==> src/rtl/mf_cfg_sequencer_if.sv <==
// Memory-bus link between the configuration sequencer (master) and the
// median filter register port (slave).
interface mf_cfg_sequencer_if #(
    parameter int DW_MA = 8,
    parameter int DW_MD = 16
);
    logic [DW_MA-1:0] adr;
    logic [DW_MD-1:0] wdt;
    logic [DW_MD-1:0] rdt;
    logic             val;

    modport master (output adr, output wdt, output val, input rdt);
    modport slave  (input adr, input wdt, input val, output rdt);
endinterface

==> src/rtl/mf_cfg_sequencer.sv <==
// Configuration sequencer for the median filter: waits for a frame gap,
// disables the filter, writes width/height, verifies them by readback with
// bounded retries, then restores the requested enable. A filter error
// replays the last accepted geometry.
module mf_cfg_sequencer #(
    parameter int DW_MA      = 8,
    parameter int DW_MD      = 16,
    parameter int ADR_CTRL   = 0,
    parameter int ADR_WIDTH  = 1,
    parameter int ADR_HEIGHT = 2,
    parameter int RD_LAT     = 1,
    parameter int MAX_WIDTH  = 640,
    parameter int MAX_HEIGHT = 480,
    parameter int MAX_RETRY  = 3
) (
    input  logic                 clk,
    input  logic                 rst,
    input  logic                 cfg_req,
    input  logic [DW_MD-1:0]     cfg_width,
    input  logic [DW_MD-1:0]     cfg_height,
    input  logic                 cfg_en,
    input  logic                 frame_busy,
    input  logic                 filt_error,
    mf_cfg_sequencer_if.master   m_mb,
    output logic                 busy,
    output logic                 done,
    output logic                 cfg_err,
    output logic [1:0]           err_code
);

    localparam logic [DW_MA-1:0] A_CTRL   = DW_MA'(ADR_CTRL);
    localparam logic [DW_MA-1:0] A_WIDTH  = DW_MA'(ADR_WIDTH);
    localparam logic [DW_MA-1:0] A_HEIGHT = DW_MA'(ADR_HEIGHT);
    localparam logic [DW_MD-1:0] W_MAX    = DW_MD'(MAX_WIDTH);
    localparam logic [DW_MD-1:0] H_MAX    = DW_MD'(MAX_HEIGHT);
    localparam logic [2:0]       RD_LAST  = 3'(RD_LAT);
    localparam logic [3:0]       RETRY_MAX = 4'(MAX_RETRY);

    localparam logic [1:0] ERR_NONE     = 2'd0;
    localparam logic [1:0] ERR_GEOMETRY = 2'd1;
    localparam logic [1:0] ERR_READBACK = 2'd2;

    typedef enum logic [2:0] {
        S_IDLE, S_WAIT_FB, S_WR_DIS, S_WR_W, S_WR_H, S_RD_W, S_RD_H, S_WR_EN
    } state_t;

    state_t           state_q, state_d;
    logic [2:0]       phase_q, phase_d;
    logic [3:0]       retry_q, retry_d;
    logic [DW_MD-1:0] wid_q, wid_d;
    logic [DW_MD-1:0] hgt_q, hgt_d;
    logic             en_q, en_d;
    logic             have_cfg_q, have_cfg_d;
    logic             done_q, done_d;
    logic             cfg_err_q, cfg_err_d;
    logic [1:0]       err_code_q, err_code_d;

    function automatic logic geom_legal(input logic [DW_MD-1:0] w,
                                        input logic [DW_MD-1:0] h);
        return (w != '0) && (w <= W_MAX) && (h != '0) && (h <= H_MAX);
    endfunction

    // State and captured-configuration registers.
    always_ff @(posedge clk or posedge rst) begin
        if (rst) begin
            state_q    <= S_IDLE;
            phase_q    <= '0;
            retry_q    <= '0;
            wid_q      <= '0;
            hgt_q      <= '0;
            en_q       <= 1'b0;
            have_cfg_q <= 1'b0;
            done_q     <= 1'b0;
            cfg_err_q  <= 1'b0;
            err_code_q <= ERR_NONE;
        end else begin
            state_q    <= state_d;
            phase_q    <= phase_d;
            retry_q    <= retry_d;
            wid_q      <= wid_d;
            hgt_q      <= hgt_d;
            en_q       <= en_d;
            have_cfg_q <= have_cfg_d;
            done_q     <= done_d;
            cfg_err_q  <= cfg_err_d;
            err_code_q <= err_code_d;
        end
    end

    // Next-state logic: request acceptance, write/read pacing, retry policy.
    always_comb begin
        state_d    = state_q;
        phase_d    = phase_q;
        retry_d    = retry_q;
        wid_d      = wid_q;
        hgt_d      = hgt_q;
        en_d       = en_q;
        have_cfg_d = have_cfg_q;
        done_d     = 1'b0;
        cfg_err_d  = cfg_err_q;
        err_code_d = err_code_q;

        case (state_q)
            S_IDLE: begin
                phase_d = '0;
                if (cfg_req) begin
                    if (!geom_legal(cfg_width, cfg_height)) begin
                        cfg_err_d  = 1'b1;
                        err_code_d = ERR_GEOMETRY;
                    end else begin
                        wid_d      = cfg_width;
                        hgt_d      = cfg_height;
                        en_d       = cfg_en;
                        have_cfg_d = 1'b1;
                        cfg_err_d  = 1'b0;
                        err_code_d = ERR_NONE;
                        retry_d    = '0;
                        state_d    = S_WAIT_FB;
                    end
                end else if (filt_error && have_cfg_q) begin
                    retry_d = '0;
                    state_d = S_WAIT_FB;
                end
            end
            S_WAIT_FB: begin
                if (!frame_busy) begin
                    phase_d = '0;
                    state_d = S_WR_DIS;
                end
            end
            S_WR_DIS, S_WR_W, S_WR_H: begin
                if (phase_q == '0) begin
                    phase_d = 3'd1;
                end else begin
                    phase_d = '0;
                    case (state_q)
                        S_WR_DIS: state_d = S_WR_W;
                        S_WR_W:   state_d = S_WR_H;
                        default:  state_d = S_RD_W;
                    endcase
                end
            end
            S_RD_W, S_RD_H: begin
                if (phase_q != RD_LAST) begin
                    phase_d = phase_q + 3'd1;
                end else begin
                    phase_d = '0;
                    if (m_mb.rdt == ((state_q == S_RD_W) ? wid_q : hgt_q)) begin
                        state_d = (state_q == S_RD_W) ? S_RD_H : S_WR_EN;
                    end else if (retry_q < RETRY_MAX) begin
                        retry_d = retry_q + 4'd1;
                        state_d = S_WR_W;
                    end else begin
                        // Filter stays disabled; the host must intervene.
                        retry_d    = '0;
                        cfg_err_d  = 1'b1;
                        err_code_d = ERR_READBACK;
                        state_d    = S_IDLE;
                    end
                end
            end
            S_WR_EN: begin
                if (phase_q == '0) begin
                    phase_d = 3'd1;
                end else begin
                    phase_d = '0;
                    retry_d = '0;
                    done_d  = 1'b1;
                    state_d = S_IDLE;
                end
            end
            default: state_d = S_IDLE;
        endcase
    end

    // Bus drive decoded from state: strobe on the first write cycle, address
    // and data held through the gap cycle and for the whole read latency.
    always_comb begin
        m_mb.val = 1'b0;
        m_mb.adr = '0;
        m_mb.wdt = '0;
        case (state_q)
            S_WR_DIS: begin
                m_mb.adr = A_CTRL;
                m_mb.val = (phase_q == '0);
            end
            S_WR_W: begin
                m_mb.adr = A_WIDTH;
                m_mb.wdt = wid_q;
                m_mb.val = (phase_q == '0);
            end
            S_WR_H: begin
                m_mb.adr = A_HEIGHT;
                m_mb.wdt = hgt_q;
                m_mb.val = (phase_q == '0);
            end
            S_RD_W:  m_mb.adr = A_WIDTH;
            S_RD_H:  m_mb.adr = A_HEIGHT;
            S_WR_EN: begin
                m_mb.adr = A_CTRL;
                m_mb.wdt = {{(DW_MD-1){1'b0}}, en_q};
                m_mb.val = (phase_q == '0);
            end
            default: ;
        endcase
    end

    assign busy     = (state_q != S_IDLE);
    assign done     = done_q;
    assign cfg_err  = cfg_err_q;
    assign err_code = err_code_q;

endmodule

==> src/flat_wrapper.sv <==
// flat-port wrapper written by rule: the top's interface ports become plain ports
module mf_cfg_sequencer_flat 
#(
    parameter int DW_MA      = 8,
    parameter int DW_MD      = 16,
    parameter int ADR_CTRL   = 0,
    parameter int ADR_WIDTH  = 1,
    parameter int ADR_HEIGHT = 2,
    parameter int RD_LAT     = 1,
    parameter int MAX_WIDTH  = 640,
    parameter int MAX_HEIGHT = 480,
    parameter int MAX_RETRY  = 3
)
  (clk, rst, cfg_req, cfg_width, cfg_height, cfg_en, frame_busy, filt_error, busy, done, cfg_err, err_code, m_mb_adr, m_mb_wdt, m_mb_val, m_mb_rdt);
  mf_cfg_sequencer_if #(.DW_MA(DW_MA), .DW_MD(DW_MD)) m_mb_i ();
  input  logic clk;
  input  logic rst;
  input  logic cfg_req;
  input  logic [DW_MD-1:0] cfg_width;
  input  logic [DW_MD-1:0] cfg_height;
  input  logic cfg_en;
  input  logic frame_busy;
  input  logic filt_error;
  output logic busy;
  output logic done;
  output logic cfg_err;
  output logic [1:0] err_code;
  output wire logic [$bits(m_mb_i.adr)-1:0] m_mb_adr;
  output wire logic [$bits(m_mb_i.wdt)-1:0] m_mb_wdt;
  output wire logic [$bits(m_mb_i.val)-1:0] m_mb_val;
  input wire logic [$bits(m_mb_i.rdt)-1:0] m_mb_rdt;
  assign m_mb_adr = m_mb_i.adr;
  assign m_mb_wdt = m_mb_i.wdt;
  assign m_mb_val = m_mb_i.val;
  assign m_mb_i.rdt = m_mb_rdt;
  mf_cfg_sequencer #(.DW_MA(DW_MA), .DW_MD(DW_MD), .ADR_CTRL(ADR_CTRL), .ADR_WIDTH(ADR_WIDTH), .ADR_HEIGHT(ADR_HEIGHT), .RD_LAT(RD_LAT), .MAX_WIDTH(MAX_WIDTH), .MAX_HEIGHT(MAX_HEIGHT), .MAX_RETRY(MAX_RETRY)) u_core (.clk(clk), .rst(rst), .cfg_req(cfg_req), .cfg_width(cfg_width), .cfg_height(cfg_height), .cfg_en(cfg_en), .frame_busy(frame_busy), .filt_error(filt_error), .m_mb(m_mb_i), .busy(busy), .done(done), .cfg_err(cfg_err), .err_code(err_code));
endmodule
==> config.mk <==
export PLATFORM = sky130hd
export DESIGN_NAME = mf_cfg_sequencer_flat
export DESIGN_NICKNAME = d
export VERILOG_FILES = /design/src/rtl/mf_cfg_sequencer_if.sv /design/src/rtl/mf_cfg_sequencer.sv /design/src/flat_wrapper.sv
export SDC_FILE = /design/constraint.sdc
export NUM_CORES = 1
export LEC_CHECK = 0
export CAP_MARGIN = 20
export CORE_ASPECT_RATIO = 1.5
export CORE_MARGIN = 5
export CORE_UTILIZATION = 48
export DETAILED_ROUTE_END_ITERATION = 8
export HOLD_SLACK_MARGIN = 0.02
export PLACE_DENSITY_LB_ADDON = 0.05
export SLEW_MARGIN = 20
export SYNTH_ARGS = -nofsm -noshare
export SYNTH_HDL_FRONTEND = slang
export SYNTH_SLANG_ARGS = --single-unit
==> constraint.sdc <==
create_clock -name clk -period 3.45 [get_ports clk]
set_input_delay 0.69 -clock clk [delete_from_list [all_inputs] [get_ports clk]]
set_output_delay 0.69 -clock clk [all_outputs]
set_load 0.02 [all_outputs]
[Word level (Yosys, flattened, before mapping)]
Cells that the tools add are included.
Cells by class
  $add $sub $neg: 2
  $lt $le $gt $ge: 3
  equality and inequality tests: 18
  muxes and demuxes: 42
  reduce and logical (&&, ||, !) cells: 20
Operator list (number)
  $pmux 16 s3: 1
  $reduce_bool 16->1: 2
  $mux 3: 10
  $mux 4: 7
  $eq 16x16->1: 1
  $le 16x10->1 const B: 1
  $le 16x9->1 const B: 1
  $mux 16: 1
  $pmux 3 s5: 1
  $ne 2x2->1 const B: 7
  $eq 3x3->1 const B: 4
  $pmux 3 s4: 1
  $pmux 4 s3: 1
  $reduce_and 6->1: 2
  $mux 1: 11
  $mux 2: 5
  $pmux 2 s2: 2
  $eq 3x2->1 const B: 2
  $logic_not 3->1: 2
  $ne 3x2->1 const B: 2
  $pmux 3 s2: 1
  $reduce_bool 3->1: 2
  $reduce_or 2->1: 3
  $reduce_and 5->1: 1
  other kinds (11): 14
Word-level totals
  register bits after elaboration: 48
  input port bits: 54
  word-level logic and storage cells: 95

[Depth between registers and ports, before layout]
  word-level depth: 7
  depth in mapped cells: 10
  gate-level depth less buffers: 8

[Worst setup path after synthesis]
Ideal clock, no wire load.
  path kind: input to register
  start: input cfg_height[15]
  end: register u_core.state_q[2]
  data arrival time: 2.925 ns
  data required time: 3.326 ns
  setup slack: 0.401 ns
  stages: 9
  buffers on the path: 1
  cells stage by stage: or4_4 > a2111oi_4 > nand4_2 > nor3_2 > o31ai_1 > or3_1 > buf_2 > mux2_4 > a211o_1
On the way
  word-level cells in the longest chain between the ends: 5
RTL lines
  start: declaration: RTL line flat_wrapper.sv:20  | input logic [DW_MD-1:0] cfg_height;
  parallel branches: the longest is 2 deep, another holds $le 16x9->1
  $logic_and 1x1->1 (*): RTL line mf_cfg_sequencer.sv:60  | return (w != '0) && (w <= W_MAX) && (h != '0) && (h <= H_MAX);
  $ne 3x2->1 (no source line) (*)
  $reduce_and 6->1 (no source line) (*)
  end signal: assignment: RTL line mf_cfg_sequencer.sv:77  | state_q <= state_d;
  end: declaration: RTL line mf_cfg_sequencer.sv:47  | state_t state_q, state_d;
Every way passes the cells marked *.
A chain may end at the register's enable or synchronous reset.

[Worst setup path in the final report]
Ends and elaborated chain as after synthesis.

==> impl_metrics.json <==
{
  "grt_max_degree": 49,
  "fillCellCount": 505,
  "dp.final_hpwl_mm": 6.323,
  "syn_area_per_cell_um2": 9.638,
  "placed_cells": 445,
  "cts.htree.levels": 2,
  "totalPowerFinal_mw": 1.877,
  "overflow": 0,
  "cts_num_sinks": 48,
  "path_class": "primary input to flop",
  "dieArea_um2": 7549,
  "gp_congestion": 0.9396,
  "wl_per_cell_um": 17.92,
  "final_util_pct": 66.22,
  "synthToLayoutAreaGrowth_pct": 35.67,
  "drt_iter0_drc": 146,
  "netlist_area_um2": 2824,
  "seq_area_um2": 1201,
  "seq_area_frac_synth_pct": 42.53,
  "yosys.area.top_type": "dfrtp_1",
  "rsz0062_at_grt": "false",
  "critPathMaxFanout": 2,
  "async_reset_ff_share_pct": 100.0,
  "p_leak_nw": 1.715,
  "row_count": 34,
  "synth_edf_count": 0,
  "cts_buffers": 5,
  "worst_ep_required_time_ns": 3.64,
  "ir_worst_vdd_v": 0.0003957,
  "die_y_um": 103.9,
  "maxCapViolations": 0,
  "slew_viol_final": 0,
  "synthTopCellsByArea": "dfrtp_1 43%, mux2_2 8.0%, a22o_1 4.0%, inv_1 3.2%, a21oi_1 2.7%",
  "cts.path.max_buffers": 2,
  "clock-skew-final_ns": 0.004133,
  "finalNonFillerCells": 452,
  "ys.flop_type": "dfrtp_1",
  "hold_viol": 0,
  "start_util_pct": 48.81,
  "crit_arrival_ns": 3.39,
  "min_path_type": "flop to flop",
  "num_vias": 2546,
  "drt_first_pass_iters": 4,
  "port_buffers": 77,
  "antenna_left": 0,
  "synth_top_area_share_pct": 42.53,
  "grt_pass1_vias": 2584,
  "antenna_found_initial": 0,
  "drive_gt1_share_pct": 13.68,
  "synth-seq-cells": 48,
  "cts_tree": "done",
  "period_share_pct": 92.66,
  "startpoint_type": "primary input",
  "whs_ns": 0.4862,
  "postCtsSetupBuffers": 0,
  "fin_nets": 435,
  "vias_per_cell": 5.633,
  "fin_tns_setup_ns": 0,
  "drc_errors": 0,
  "crit_path_end_kind": "flop",
  "yosysUniqueCellTypes": 60,
  "core_region_area_um2": 5786,
  "clock.fmax_mhz": 312.8,
  "pin_count": 84,
  "diodes": 0,
  "grt_use_total_pct": 21.37,
  "hold_buffers": 0,
  "outcome": "complete, no violations",
  "p_per_area_nw_per_um2": 489.9,
  "ys_warn_count": 0,
  "grt_pass1_wl_mm": 12.56,
  "clock_tree.root_cell": "clkbuf_8",
  "clk-insertion-delay-late_ns": 0.30,
  "multi_input_area_um2": 1454,
  "cts_resized": 0,
  "clkTransAtPathRegs_ns": 0.08,
  "syn_inst": 293,
  "period_needed_ns": 3.197,
  "wl_mm": 8.099,
  "slew_headroom_pct": 45.28,
  "setup_viol": 0,
  "worstMarginPinSlew_ns": 0.8198,
  "die_w_um": 72.63
}
==> worst paths after layout <==
path,from,cells after the start,slack (ns),to
max in group asynchronous,rst,2,2.12,u_core.hgt_q[8]
setup / recovery,cfg_height[15],9,0.25,u_core.state_q[2]
hold / removal,u_core.have_cfg_q,1,0.49,u_core.have_cfg_q
min in group asynchronous,rst,2,0.84,u_core.phase_q[2]
hold reg to reg,u_core.have_cfg_q,1,0.49,u_core.have_cfg_q
setup reg to reg,u_core.state_q[1],7,0.58,u_core.retry_q[1]
==> cell type report <==
cell class / count / share of cell area, %
Clock buffer: 7 / 2.515
Timing Repair Buffer: 94 / 23.45
Inverter: 24 / 2.384
Sequential cell: 48 / 31.35
Multi-Input combinational cell: 207 / 37.95
Tap cell: 72 / 2.351
==> worst max-delay path: stages <==
cell	delay, ns
clkdlybuf4s50_1	0.40
or4_4	0.54
a2111oi_4	0.29
nand4_2	0.15
nor3_2	0.22
o31ai_1	0.11
or3_1	0.40
mux2_4	0.31
a211o_1	0.26
==> Yosys cell counts (3+ instances only) <==
| master | n |
|---|---|
| dfrtp_1 | 48 |
| inv_1 | 24 |
| mux2_2 | 20 |
| nand2_1 | 19 |
| a21oi_1 | 15 |
| nor2_1 | 14 |
| a22o_1 | 13 |
| and2_1 | 12 |
| nor3_1 | 12 |
| o21ai_0 | 10 |
| clkbuf_1 | 8 |
| buf_4 | 6 |
| or3_1 | 6 |
| nor4_1 | 5 |
| xor2_1 | 5 |
| o22ai_1 | 4 |
| o2bb2ai_1 | 4 |
| xnor2_1 | 4 |
| a2111oi_0 | 3 |
| a222oi_1 | 3 |
| and4_1 | 3 |
| buf_2 | 3 |
| mux2i_1 | 3 |
| nand3_1 | 3 |
==> layout by cell type (no fill, tap or decap), types with 3 or more instances in the layout <==
cell / count
o21ai_0: 10
nand3_1: 3
nor3_1: 12
mux2_2: 20
a222oi_1: 3
xnor2_1: 4
clkbuf_8: 7
buf_4: 17
dfrtp_1: 48
nor2_1: 14
conb_1: 6
o2bb2ai_1: 4
or3_1: 6
clkdlybuf4s50_1: 77
and2_1: 12
a22o_1: 13
xor2_1: 5
nand2_1: 19
a21oi_1: 15
a2111oi_0: 3
mux2i_1: 3
and4_1: 3
inv_1: 23
nor4_1: 5
o22ai_1: 4
==> per-layer routing <==
layer | share of wire, % | track usage [%]
met1 | 38 | 23.55
met2 | 55 | 39.21
met4 | 2.7 | 8.971
met3 | 4.8 | 3.095
met5 | 0 | 0
==> state kept, by name, indices dropped and copies added (netlist names) <==
register and count:
u_core.have_cfg_q 1, u_core.hgt_q 16, u_core.retry_q 4, u_core.cfg_err 1
u_core.wid_q 16, u_core.en_q 1, u_core.err_code 2, u_core.done 1
u_core.phase_q 3, u_core.state_q 3
==> per-stage QoR <==
stage,instance area (um^2),setup WS (ns)
4_1_cts,3830,0.2500
3_5_place_dp,3734,-0.07252
6_report,3831,0.2533
2_1_floorplan,2843,0.4013
5_1_grt,3831,0.1388
3_3_place_gp,3734,0.002113
==> where the power goes <==
part	internal, mW	switching (mW)
logic	0.384	0.496
clock network	0.179	0.180
registers	0.609	0.0289
==> logic make-up after synthesis <==
kind of cell               after synthesis  share of synthesized area, %
buffers and inverters                   43                         6.646
DFF                                     48                         42.53
xor gates and xnor gates                 9                         2.791
and+or+nand+nor                         86                         16.44
other                                    1                        0.1328
muxes                                   24                         9.570
adders and majority gates                1                        0.4430
AOI/OAI and AO/OA                       81                         21.45
Note: power is estimated with default switching activity, not from simulation.
